==> config.mk <==
export PLATFORM = sky130hd
export DESIGN_NAME = lfo_rate_control
export DESIGN_NICKNAME = d
export VERILOG_FILES = /design/src/rtl/lfo_rate_pkg.sv /design/src/rtl/rom_tremolo.sv /design/src/rtl/lfo_rate_control.sv
export SDC_FILE = /design/constraint.sdc
export NUM_CORES = 1
export LEC_CHECK = 0
export ABC_CLOCK_PERIOD_IN_PS = 32700
export CORE_ASPECT_RATIO = 1.25
export CORE_MARGIN = 2
export CORE_UTILIZATION = 55
export DETAILED_ROUTE_END_ITERATION = 10
export PLACE_DENSITY = 0.71
export SYNTH_ARGS = -nofsm -noshare
export SYNTH_HDL_FRONTEND = slang
export SYNTH_SLANG_ARGS = --single-unit
==> constraint.sdc <==
create_clock -name clk_i -period 32.7 [get_ports clk_i]
set_input_delay 3.27 -clock clk_i [delete_from_list [all_inputs] [get_ports clk_i]]
set_output_delay 3.27 -clock clk_i [all_outputs]
set_load 0.02 [all_outputs]
==> src/rtl/lfo_rate_pkg.sv <==
// lfo_rate_pkg: shared state encoding, channel index width and glide arithmetic for lfo_rate_control.
package lfo_rate_pkg;

    typedef enum logic [1:0] {S_IDLE, S_FETCH, S_UPDATE, S_EMIT} state_t;

    localparam int MAX_CHANNELS = 8;
    localparam int CH_W         = $clog2(MAX_CHANNELS);

    // One slew step towards target; never stalls short of it thanks to the +/-1 floor.
    function automatic logic signed [31:0] glide_step(
        input logic signed [31:0] target,
        input logic signed [31:0] cur,
        input int                 shift
    );
        logic signed [31:0] diff;
        logic signed [31:0] step;
        diff = target - cur;
        step = diff >>> shift;
        return (step == 0 && diff != 0) ? ((diff < 0) ? -32'sd1 : 32'sd1) : step;
    endfunction

endpackage

==> src/rtl/rom_tremolo.sv <==
// rom_tremolo: registered rate->increment table, one cycle read latency.
// Contents are the built-in linear curve word = addr * 2**DWIDTH / 2**AWIDTH; external tables are rejected.
module rom_tremolo #(
    parameter int    DWIDTH    = 17,
    parameter int    AWIDTH    = 8,
    parameter string INIT_FILE = ""
) (
    input  logic              clk_i,
    input  logic [AWIDTH-1:0] i_addr,
    output logic [DWIDTH-1:0] o_data
);

    if (INIT_FILE != "") begin : g_no_file
        $error("rom_tremolo: only the built-in table is available");
    end

    always_ff @(posedge clk_i) begin
        o_data <= DWIDTH'({i_addr, {DWIDTH{1'b0}}} >> AWIDTH);
    end

endmodule

==> src/rtl/lfo_rate_control.sv <==
// lfo_rate_control: time-multiplexed multi-channel LFO rate generator (table lookup, glide, NCO carry pulses).
module lfo_rate_control
    import lfo_rate_pkg::*;
#(
    parameter int    CHANNELS        = 2,
    parameter int    ACC_W           = 24,
    parameter int    INC_W           = 17,
    parameter int    RATE_AW         = 8,
    parameter int    DIV_LOG2        = 0,
    parameter int    GLIDE_SHIFT     = 4,
    parameter string RATE_TABLE_FILE = ""
) (
    input  logic                        clk_i,
    input  logic                        arst_i,
    input  logic                        sample_tick_i,
    input  logic [CHANNELS*RATE_AW-1:0] rate_num_i,
    input  logic [CHANNELS-1:0]         phase_reset_i,
    output logic [CHANNELS-1:0]         incr_en_o,
    output logic                        busy_o,
    output logic                        overrun_o
);

    logic [ACC_W-1:0]    r_acc [MAX_CHANNELS];
    logic [INC_W-1:0]    r_inc [MAX_CHANNELS];
    state_t              r_state;
    logic [CH_W-1:0]     r_ch;
    logic [CHANNELS-1:0] r_pulse;
    logic [CHANNELS-1:0] r_en;
    logic                r_busy;
    logic                r_ovr;
    logic                w_gen_tick;
    logic [RATE_AW-1:0]  w_addr;
    logic [INC_W-1:0]    w_rom;
    logic [INC_W-1:0]    w_new_inc;
    logic [ACC_W-1:0]    w_sum;
    logic                w_carry;
    logic                w_preset;
    logic [CHANNELS-1:0] w_pulses;

    if (DIV_LOG2 == 0) begin : g_nodiv
        assign w_gen_tick = sample_tick_i;
    end else begin : g_div
        logic [DIV_LOG2-1:0] r_div;
        always_ff @(posedge clk_i or posedge arst_i) begin
            if (arst_i) r_div <= '0;
            else if (sample_tick_i) r_div <= r_div + 1'b1;
        end
        assign w_gen_tick = sample_tick_i && (&r_div);
    end

    rom_tremolo #(
        .DWIDTH    (INC_W),
        .AWIDTH    (RATE_AW),
        .INIT_FILE (RATE_TABLE_FILE)
    ) u_rom (
        .clk_i  (clk_i),
        .i_addr (w_addr),
        .o_data (w_rom)
    );

    // The glided increment feeds the adder in the same UPDATE cycle.
    always_comb begin
        w_addr   = '0;
        w_preset = 1'b0;
        for (int k = 0; k < CHANNELS; k++) begin
            if (r_ch == CH_W'(k)) begin
                w_addr   = rate_num_i[k*RATE_AW +: RATE_AW];
                w_preset = phase_reset_i[k];
            end
        end
        w_new_inc = INC_W'(32'(r_inc[r_ch]) +
                    unsigned'(glide_step(signed'(32'(w_rom)), signed'(32'(r_inc[r_ch])), GLIDE_SHIFT)));
        {w_carry, w_sum} = {1'b0, r_acc[r_ch]} + (ACC_W+1)'(w_new_inc);
        for (int k = 0; k < CHANNELS; k++) begin
            w_pulses[k] = (r_ch == CH_W'(k)) ? (w_carry && !w_preset) : r_pulse[k];
        end
    end

    always_ff @(posedge clk_i or posedge arst_i) begin
        if (arst_i) begin
            r_state <= S_IDLE;
            r_ch    <= '0;
            r_pulse <= '0;
            r_en    <= '0;
            r_busy  <= 1'b0;
            r_ovr   <= 1'b0;
            for (int k = 0; k < MAX_CHANNELS; k++) begin
                r_acc[k] <= '0;
                r_inc[k] <= '0;
            end
        end else begin
            if (w_gen_tick && r_state != S_IDLE) r_ovr <= 1'b1;
            case (r_state)
                S_IDLE: begin
                    if (w_gen_tick) begin
                        r_state <= S_FETCH;
                        r_ch    <= '0;
                        r_busy  <= 1'b1;
                    end
                end
                S_FETCH: r_state <= S_UPDATE;
                S_UPDATE: begin
                    r_inc[r_ch] <= w_new_inc;
                    r_acc[r_ch] <= w_preset ? '0 : w_sum;
                    r_pulse     <= w_pulses;
                    if (r_ch == CH_W'(CHANNELS-1)) begin
                        r_state <= S_EMIT;
                        r_en    <= w_pulses;
                    end else begin
                        r_ch    <= r_ch + 1'b1;
                        r_state <= S_FETCH;
                    end
                end
                S_EMIT: begin
                    r_en    <= '0;
                    r_busy  <= 1'b0;
                    r_state <= S_IDLE;
                end
                default: r_state <= S_IDLE;
            endcase
        end
    end

    assign incr_en_o = r_en;
    assign busy_o    = r_busy;
    assign overrun_o = r_ovr;

endmodule

==> metrics, run 1 <==
status=complete, no violations; ys flop type=dfrtp_1; Ant. Diodes=0; Initial Utilization=between 50 and 60%; reg2reg start=r_ch[0]; Clock Sinks=346; Filler cells=2663; Crit path largest cell delay=0.67 ns; final WL=47.8 mm; Syn Inst Count=between 1500 and 2000; Worst-path clk slew=around 0.060 ns; routed vias=14000; area of the mapped netlist=18200 um^2; Tmin final=9.10 ns; hpwl dp=28.7 mm; core area=around 33000 um^2; synth warn=0; share of layout cells above drive strength 1=13.6%; most frequent CP cell=ha_1; DR vias/cell=roughly 6.2; H-tree Lvls=2; Total Neg Setup Slack=0 ns; remaining global-route overflow=0; worst setup path class=reg2reg; RSZ-0062 raised after global routing=no; period utilization=between 20% and 30%; HP Class=reg2reg; Post-CTS Setup Inserts=0; clock root cell=clkbuf_16; number of max-cap violations=0; Synth Register Bits=346; DR iter-0 viols=1252; Max Freq=110 MHz; Final Skew=0.0234 ns; die span in y=208 um; cts bufs inserted=36; sequential-to-total area share from yosys stat=47.3%; largest net degree at the start of global routing=125; Req. time, crit path=33.16 ns; Startpoint Class=flop; vias in the first global route=14000; Finish-stage setup viols=0; syn avg cell area=between 9 and 10 um^2; relative slew slack=28.1%; Slowest-stage cell, CP=dfrtp_4; Post-synth EDFFs=0; Die X=167 um; Final Hold Viols=0; gr usage total=between 20 and 30%; CTS tree=yes; die area=roughly 35000 um^2; CTS max path bufs=3; routability cong.=0.876; row count=74; global-route wire length before repair=77.3 mm; Area growth syn-to-layout=9.10%; Unique masters post-synth=77; Max FO, Critical Path=31; Worst-Margin Slew=roughly 1.1 ns; Post-CTS Hold Buffers=0; Crit. End Element=flop; hold_sp=r_inc[76]; ys async rst share=97.7%; cell area after layout=19900 um^2; syn_nets=about 1900; placed inst area=18700 um^2; Reg area=8630 um^2; DR WL/cell=21.3 um; clk_lat worst skew=0.54 ns; TritonRoute pass-1 iters=6; multi-input logic area=9000 um^2; DRC=0; num ports=25; initial antenna violation count=0; Arrival @ worst endpoint=approximately 9.6 ns; Final nets=1869; post_cts resized=0; worst setup path start=r_ch[0]; Max Transition Viols Final=0; Post-DRT Antenna Nets=0; PortBufs=24
-- state kept, by name, summed over array words and instances (netlist names), 2 cells and up --
name,flops
r_acc,192
r_inc,136
u_rom.o_data,8
r_ch,3
incr_en_o,2
r_state,2
-- layer usage --
layer | GRT usage [%] | vias to the layer above | wire [um]
met4 | 10.4 | 0 | 1560
met5 | 0 | - | 0
li1 | - | 6402 | -
met1 | 38.9 | 6988 | 20100
met2 | 45.7 | 524 | 22900
met3 | 3.55 | 114 | 3250
-- cells in the mapped netlist, types with 13 or more instances --
cell	number	area [um^2]
a221o_1	18	180
xor2_1	13	114
xnor2_1	26	228
nor3_1	31	155
dfrtp_1	338	8460
nand2_1	482	1810
a21o_1	15	113
nand3_1	32	160
buf_1	14	52.6
mux2_2	54	608
a21oi_1	34	170
nand4_1	22	138
clkbuf_1	75	282
ha_1	43	538
mux4_2	79	1780
o21ai_0	218	1090
buf_2	15	75.1
nor2_1	72	270
o31ai_1	25	188
inv_1	38	143
-- final timing paths --
path                              end  slack (ns)  cells past startpoint
hold / removal              r_inc[76]        0.47                      2
setup reg to reg            r_acc[65]       23.60                     29
min in group asynchronous  r_inc[106]        3.30                      2
hold reg to reg             r_inc[76]        0.47                      2
max in group asynchronous   r_acc[17]       26.98                      4
setup / recovery            r_acc[65]       23.60                     29
-- worst max-delay path: cells and delay by family (launching register included) --
| family | cells | cell delay [ns] |
|---|---|---|
| buffers and inverters | 2 | 1.13 |
| multiplexers | 2 | 0.67 |
| AO/OA/AOI/OAI | 13 | 3.43 |
| adder cells (fa/ha/maj) | 4 | 1.39 |
| flip-flops | 1 | 0.67 |
| XOR/XNOR | 1 | 0.40 |
| AND/OR/NAND/NOR | 7 | 1.24 |
-- stage by stage --
step / setup slack, ns / cells / hold WS (ns) / util (%)
floorplan: 20.06 / 1831 / 0.440 / -
global placement: 23.75 / 2183 / 0.452 / 57.3
detailed placement: 23.67 / 2183 / 0.457 / 57.3
CTS: 23.64 / 2248 / 0.471 / 60.9
global route: 23.00 / 2248 / 0.490 / 60.9
finish: 23.60 / 2248 / 0.471 / 60.9
-- cells by family (layout without fill, tap and decap cells) --
family | Yosys count | count (layout) | synth area share [%]
and+or+nand+nor | 711 | 711 | 16.8
AOI/OAI and AO/OA | 393 | 393 | 13.6
DFF | 346 | 346 | 47.3
buffers and inverters | 153 | 152 | 3.56
muxes | 142 | 142 | 13.6
adders and majority gates | 46 | 46 | 3.23
xor gates and xnor gates | 40 | 40 | 2.00
-- cell type report --
type	count	area share [%]
Multi-Input combinational cell	1332	45.2
Tap cell	418	2.63
Inverter	41	0.811
Sequential cell	346	43.4
Clock buffer	53	5.16
Timing Repair Buffer	46	2.04
Clock inverter	12	0.742
-- layout by cell type (no fill, tap or decap), drive strengths merged, types with 5 or more instances in the layout --
master,Yosys,routed
or3,7,7
nor4,5,5
nand3,33,33
inv,41,43
o21bai,6,6
xor2,13,13
a22oi,9,9
o21ai,221,221
mux4,79,79
a221o,18,18
and2,13,13
clkbuf,75,53
a22o,8,8
clkdlybuf4s50,0,24
mux2,54,54
nand4,23,23
mux2i,9,9
nor2,72,72
xnor2,26,26
buf,37,22
nand2,485,485
nor3b,5,5
a211oi,12,12
and3,6,6
nor2b,9,9
nand2b,11,11
a21o,15,15
a211o,10,10
clkinv,0,5
nor3,33,33
dfrtp,338,338
a21oi,35,35
dfxtp,8,8
ha,43,43
o31ai,25,25
Power of run 1 is not shown: default switching activity piles up to over one toggle a cycle in this logic, so the estimate is an artifact.
==> run 2, diff against run 1 <==
ABC_CLOCK_PERIOD_IN_PS = 9100   (was 32700)
clock period = 9.1 ns   (was 32.7 ns; I/O delays follow)
==> metrics, run 2 (same netlist as run 1, synthesis figures left out) <==
status=complete, no violations (unchanged); period utilization=92.3% (was 27.8%); share of layout cells above drive strength 1=14.3% (was 13.6%); Post-CTS Hold Buffers=0 (unchanged); final setup margin=0.705 ns (was 23.60 ns); most common cell after layout, fill and taps aside=nand2_1 (unchanged); Worst Hold Path EP=overrun_o (was r_inc[76]); num ports=25 (unchanged); final WL=47.8 mm (about the same); Hold Path Depth=1 (was 2); cts bufs inserted=36 (unchanged); core area=32700 um^2 (unchanged); die span in y=208 um (unchanged); Filler cells=2621 (was 2663); HP Class=reg2reg (unchanged); gr usage total=28.3% (was 28.1%); Die X=167 um (unchanged); slack of the worst reg-to-reg path=0.70 ns (was 23.60 ns); most frequent cells in the layout=nand2_1 (474), dfrtp_1 (335), o21ai_0 (218), mux4_2 (79), nor2_1 (72) (unchanged); routability cong.=0.871 (was 0.876); Max FO, Critical Path=48 (was 31); Startpoint Class=flop (unchanged); Post-DRT Antenna Nets=0 (unchanged); die area=34600 um^2 (unchanged); CTS max path bufs=3 (unchanged); Total Neg Setup Slack=0 ns (unchanged); max reg flops=192 (unchanged); Final Skew=0.0160 ns (was 0.0234 ns); number of max-cap violations=0 (unchanged); Ant. Diodes=0 (unchanged); row count=74 (unchanged); initial antenna violation count=0 (unchanged); routed vias=14000 (about the same); vias in the first global route=14300 (was 14000); Finish-stage setup viols=0 (unchanged); global-route wire length before repair=78.1 mm (was 77.3 mm); DR iter-0 viols=1200 (was 1252); relative slew slack=32.4% (was 28.1%); reg2reg start=r_ch[2] (was r_ch[0]); hold_sp=overrun_o (was r_inc[76]); pre-CTS WS=0.818 ns (was 23.67 ns); DR vias/cell=6.19 (was 6.24); Area growth syn-to-layout=9.57% (was 9.10%); Worst-path clk slew=0.06 ns (about the same); Max Freq=119 MHz (was 110 MHz); Initial Utilization=55.8% (unchanged); TritonRoute pass-1 iters=5 (was 6); Crit Reg-Reg Endpoint=r_acc[141] (was r_acc[65]); cell area after layout=20000 um^2 (was 19900 um^2); RSZ-0062 raised after global routing=no (unchanged); Clock Sinks=346 (unchanged); hpwl dp=30.0 mm (was 28.7 mm); PortBufs=24 (unchanged); Crit path largest cell delay=1.03 ns (was 0.67 ns); remaining global-route overflow=0 (unchanged); Post-CTS Setup Inserts=0 (unchanged); clock root cell=clkbuf_16 (unchanged); worst setup path class=reg2reg (unchanged); H-tree Lvls=2 (unchanged); CTS tree=yes (unchanged); placed inst area=18800 um^2 (was 18700 um^2); Max Transition Viols Final=0 (unchanged); Tmin final=8.40 ns (was 9.10 ns); Crit. End Element=flop (unchanged); Final nets=1882 (was 1869); Final Hold Viols=0 (unchanged); Req. time, crit path=9.51 ns (was 33.16 ns); Top reg by flops=r_acc (unchanged); post_cts resized=0 (unchanged); Worst-Margin Slew=1.01 ns (was 1.07 ns); DRC=0 (unchanged); Slowest-stage cell, CP=dfrtp_4 (unchanged); DR WL/cell=21.2 um (was 21.3 um); largest net degree at the start of global routing=154 (was 125); Top Registers=r_acc (192), r_inc (136), u_rom.o_data (8) (unchanged); Arrival @ worst endpoint=8.80 ns (was 9.56 ns); Worst Reg-to-Reg Cells=27 (was 29); clk_lat worst skew=0.53 ns (was 0.54 ns)
## run 2: worst max-delay path: cells and delay by family (launching register included)
family / cells / cell delay, ns
DFF: 1 / 1.03
AOI/OAI and AO/OA: 12 / 3.18
muxes: 1 / 0.54
adders and majority gates: 4 / 1.40
and+or+nand+nor: 7 / 1.20
xor gates and xnor gates: 1 / 0.38
buffers and inverters: 2 / 0.51
## run 2: how the worst max path moves through the flow
| stage | end | from | depth (start not counted) | slack (ns) |
|---|---|---|---|---|
| CTS | r_acc[43] | r_ch[2] | 28 | 0.80 |
| global placement | r_acc[43] | r_ch[2] | 28 | 1.05 |
| finish | r_acc[141] | r_ch[2] | 27 | 0.70 |
| detailed placement | r_acc[67] | r_ch[2] | 28 | 0.82 |
| global route | r_acc[43] | r_ch[2] | 28 | 0.04 |
| floorplan | r_acc[43] | r_ch[2] | 33 | 1.70 |
## run 2: final cells by class
cell class	count	area (um^2)	share of cell area, %
clock buffers	49	1050	5.26
clock inverters	9	101	0.507
inverters	41	158	0.789
repair buffers	59	515	2.58
multi-input cells	1332	9000	45.0
well taps	418	523	2.62
flip-flops and latches	346	8630	43.2
## run 2: per-layer routing
metal | GRT usage (%) | share of wire (%) | wire, um | vias to the layer above
li1 | - | - | - | 6422
met1 | 39.2 | 43 | 20300 | 6952
met4 | 11.6 | 3.6 | 1710 | 0
met5 | 0 | 0 | 0 | -
met2 | 45.3 | 48 | 22800 | 477
met3 | 3.85 | 6.1 | 2900 | 102
## run 2: metrics by stage
stage               hold WS, ns  util (%)  instances
floorplan                 0.440         -       1831
global placement          0.451      57.6       2196
detailed placement        0.451      57.6       2196
CTS                       0.469      61.1       2254
global route              0.495      61.1       2254
finish                    0.461      61.1       2254
Power of run 2 is left out for the same reason.
==> run 3, diff against run 2 <==
ABC_AREA = 1   (was default)
==> metrics, run 3 <==
status=complete, no violations (unchanged); reg2reg start=r_ch[2] (unchanged); Post-DRT Antenna Nets=0 (unchanged); Crit Reg-Reg Endpoint=r_acc[20] (was r_acc[141]); share of layout cells above drive strength 1=8.17% (was 14.3%); worst setup path class=reg2reg (unchanged); DRC=0 (unchanged); Worst Hold Path EP=r_inc[87] (was overrun_o); CTS tree=yes (unchanged); clk_lat worst skew=0.53 ns (about the same); Syn Inst Count=2255 (was 1831); DR vias/cell=5.85 (was 6.19); Ant. Diodes=0 (unchanged); gr usage total=30.3% (was 28.3%); syn_nets=2321 (was 1897); global-route wire length before repair=80.5 mm (was 78.1 mm); synth warn=0 (unchanged); Worst-Margin Slew=0.989 ns (was 1.01 ns); Post-CTS Setup Inserts=0 (unchanged); vias in the first global route=15200 (was 14300); Worst Reg-to-Reg Cells=39 (was 27); relative slew slack=34.1% (was 32.4%); Startpoint Class=flop (unchanged); Arrival @ worst endpoint=7.85 ns (was 8.80 ns); Die X=165 um (was 167 um); initial antenna violation count=0 (unchanged); Crit. End Element=flop (unchanged); clock root cell=clkbuf_16 (unchanged); syn avg cell area=7.91 um^2 (was 9.96 um^2); max reg flops=192 (unchanged); DR iter-0 viols=1549 (was 1200); PortBufs=24 (unchanged); hold_sp=r_inc[87] (was overrun_o); routability cong.=0.902 (was 0.871); RSZ-0062 raised after global routing=no (unchanged); hpwl dp=30.6 mm (was 30.0 mm); die area=33900 um^2 (was 34600 um^2); H-tree Lvls=2 (unchanged); slack of the worst reg-to-reg path=1.67 ns (was 0.70 ns); die span in y=205 um (was 208 um); CTS max path bufs=3 (unchanged); pre-CTS WS=1.78 ns (was 0.818 ns); core area=31900 um^2 (was 32700 um^2); largest net degree at the start of global routing=142 (was 154); top-count cell post-synth=nand2_1 (unchanged); cell taking the most area after synthesis=dfrtp_1 (unchanged); metal3 WL=3.53 mm (was 2.90 mm); num ports=25 (unchanged); dominant cells by area after synthesis=dfrtp_1 (47%), nand2_1 (14%), o21ai_0 (9.1%) (was dfrtp_1 (46%), nand2_1 (9.9%), mux4_2 (9.8%)); HP Class=reg2reg (unchanged); Metal-1 WL=21.0 mm (was 20.3 mm); Highest Signal Layer=met4 (unchanged); TritonRoute pass-1 iters=5 (unchanged); routed vias=15600 (was 14000); period utilization=81.6% (was 92.3%); Max Freq=135 MHz (was 119 MHz); Total Neg Setup Slack=0 ns (unchanged); Final Skew=0.0179 ns (was 0.0160 ns); ys flop type=dfrtp_1 (unchanged); final setup margin=1.67 ns (was 0.705 ns); sequential-to-total area share from yosys stat=48.3% (was 47.3%); final WL=49.8 mm (was 47.8 mm); Unique masters post-synth=51 (was 77); DR WL/cell=18.7 um (was 21.2 um); Placed Cells=2602 (was 2196); Slowest-stage cell, CP=inv_2 (was dfrtp_4); cts bufs inserted=37 (was 36); Max FO, Critical Path=31 (was 48); most frequent CP cell=nand2_1; Crit path largest cell delay=0.67 ns (was 1.03 ns); Tmin final=7.43 ns (was 8.40 ns); number of max-cap violations=0 (unchanged); Final nets=2295 (was 1882); Hold Path Depth=2 (was 1); Post-CTS Hold Buffers=0 (unchanged); ys async rst share=97.7% (unchanged); area of the mapped netlist=17800 um^2 (was 18200 um^2); Met2 Routed Length=23.4 mm (was 22.8 mm); Top reg by flops=r_acc (unchanged); Clock Sinks=346 (unchanged); top-area cell type share of the netlist area=47.4% (was 46.4%); fin cells=2665 (was 2254); row count=73 (was 74); remaining global-route overflow=0 (unchanged); post_cts resized=0 (unchanged); Post-synth EDFFs=0 (unchanged); Initial Utilization=56.0% (was 55.8%); Synth Register Bits=346 (unchanged); Hold Worst Slack=0.472 ns (was 0.461 ns); Req. time, crit path=9.52 ns (was 9.51 ns); most frequent cells after synthesis=nand2_1 (664), dfrtp_1 (338), o21ai_0 (324), nor2_1 (170), inv_1 (135) (was nand2_1 (482), dfrtp_1 (338), o21ai_0 (218), mux4_2 (79), clkbuf_1 (75)); Finish-stage setup viols=0 (unchanged); Final Hold Viols=0 (unchanged); Worst-path clk slew=0.06 ns (about the same); most common cell after layout, fill and taps aside=nand2_1 (unchanged); Top Registers=r_acc (192), r_inc (136), u_rom.o_data (8) (unchanged); Area growth syn-to-layout=9.29% (was 9.57%); Max Transition Viols Final=0 (unchanged); most frequent cells in the layout=nand2_1 (664), dfrtp_1 (337), o21ai_0 (324), nor2_1 (170), inv_1 (131) (was nand2_1 (474), dfrtp_1 (335), o21ai_0 (218), mux4_2 (79), nor2_1 (72))
==> run 3: cell count changes after synthesis, sizes merged, moves of 27 or more <==
cell and change:
a21oi +61, inv +119, mux2 -54, mux4 -79
nand2 +187, nand3 +27, nand4 +34, nor2 +117
nor3 -28, o21ai +179
==> run 3: logic make-up after synthesis <==
kind of cell               count (synthesis)  share of synthesized area [%]
AOI/OAI and AO/OA                        569                           17.6
xor gates and xnor gates                  10                          0.491
adders and majority gates                 45                           3.24
buffers and inverters                    279                           6.45
DFF                                      346                           48.3
and+or+nand+nor                         1006                           23.9
==> run 3: layout make-up <==
| class | count | area [um^2] |
|---|---|---|
| Multi-Input combinational cell | 1630 | 8080 |
| Timing Repair Buffer | 51 | 455 |
| Sequential cell | 346 | 8620 |
| Clock inverter | 8 | 123 |
| Inverter | 163 | 618 |
| Clock buffer | 55 | 1090 |
| Fill cell | 2820 | 12400 |
| Tap cell | 412 | 515 |
==> run 3: worst max path at each step <==
stage                      endpoint  startpoint  cells after the start  slack [ns]
after global placement    r_acc[13]     r_ch[2]                     37        2.02
final                     r_acc[20]     r_ch[2]                     39        1.67
after CTS                 r_acc[37]     r_ch[2]                     37        1.74
after detailed placement  r_acc[37]     r_ch[2]                     37        1.78
after floorplan           r_acc[44]     r_ch[0]                     44        2.59
after global routing      r_acc[20]     r_ch[2]                     39        0.97
==> run 3: worst max-delay path, delay by kind of cell, from the launching register on <==
family,cells,cell delay [ns]
simple gates,22,2.66
compound gates,7,1.65
fa+ha+maj,4,1.28
flops,1,0.55
buf+inv,6,1.18
==> run 3: metrics by stage <==
stage          area, um^2  util [%]
2_1_floorplan       17800         -
3_3_place_gp        18300      57.4
3_5_place_dp        18300      57.4
4_1_cts             19500      61.2
5_1_grt             19500      61.2
6_report            19500      61.2
==> run 3: layer usage <==
metal	GRT usage [%]	vias to the layer above
met4	10.8	0
met2	50.7	599
met5	0	-
met3	4.35	112
li1	-	7415
met1	40.2	7469
Power of run 3 is left out for the same reason.
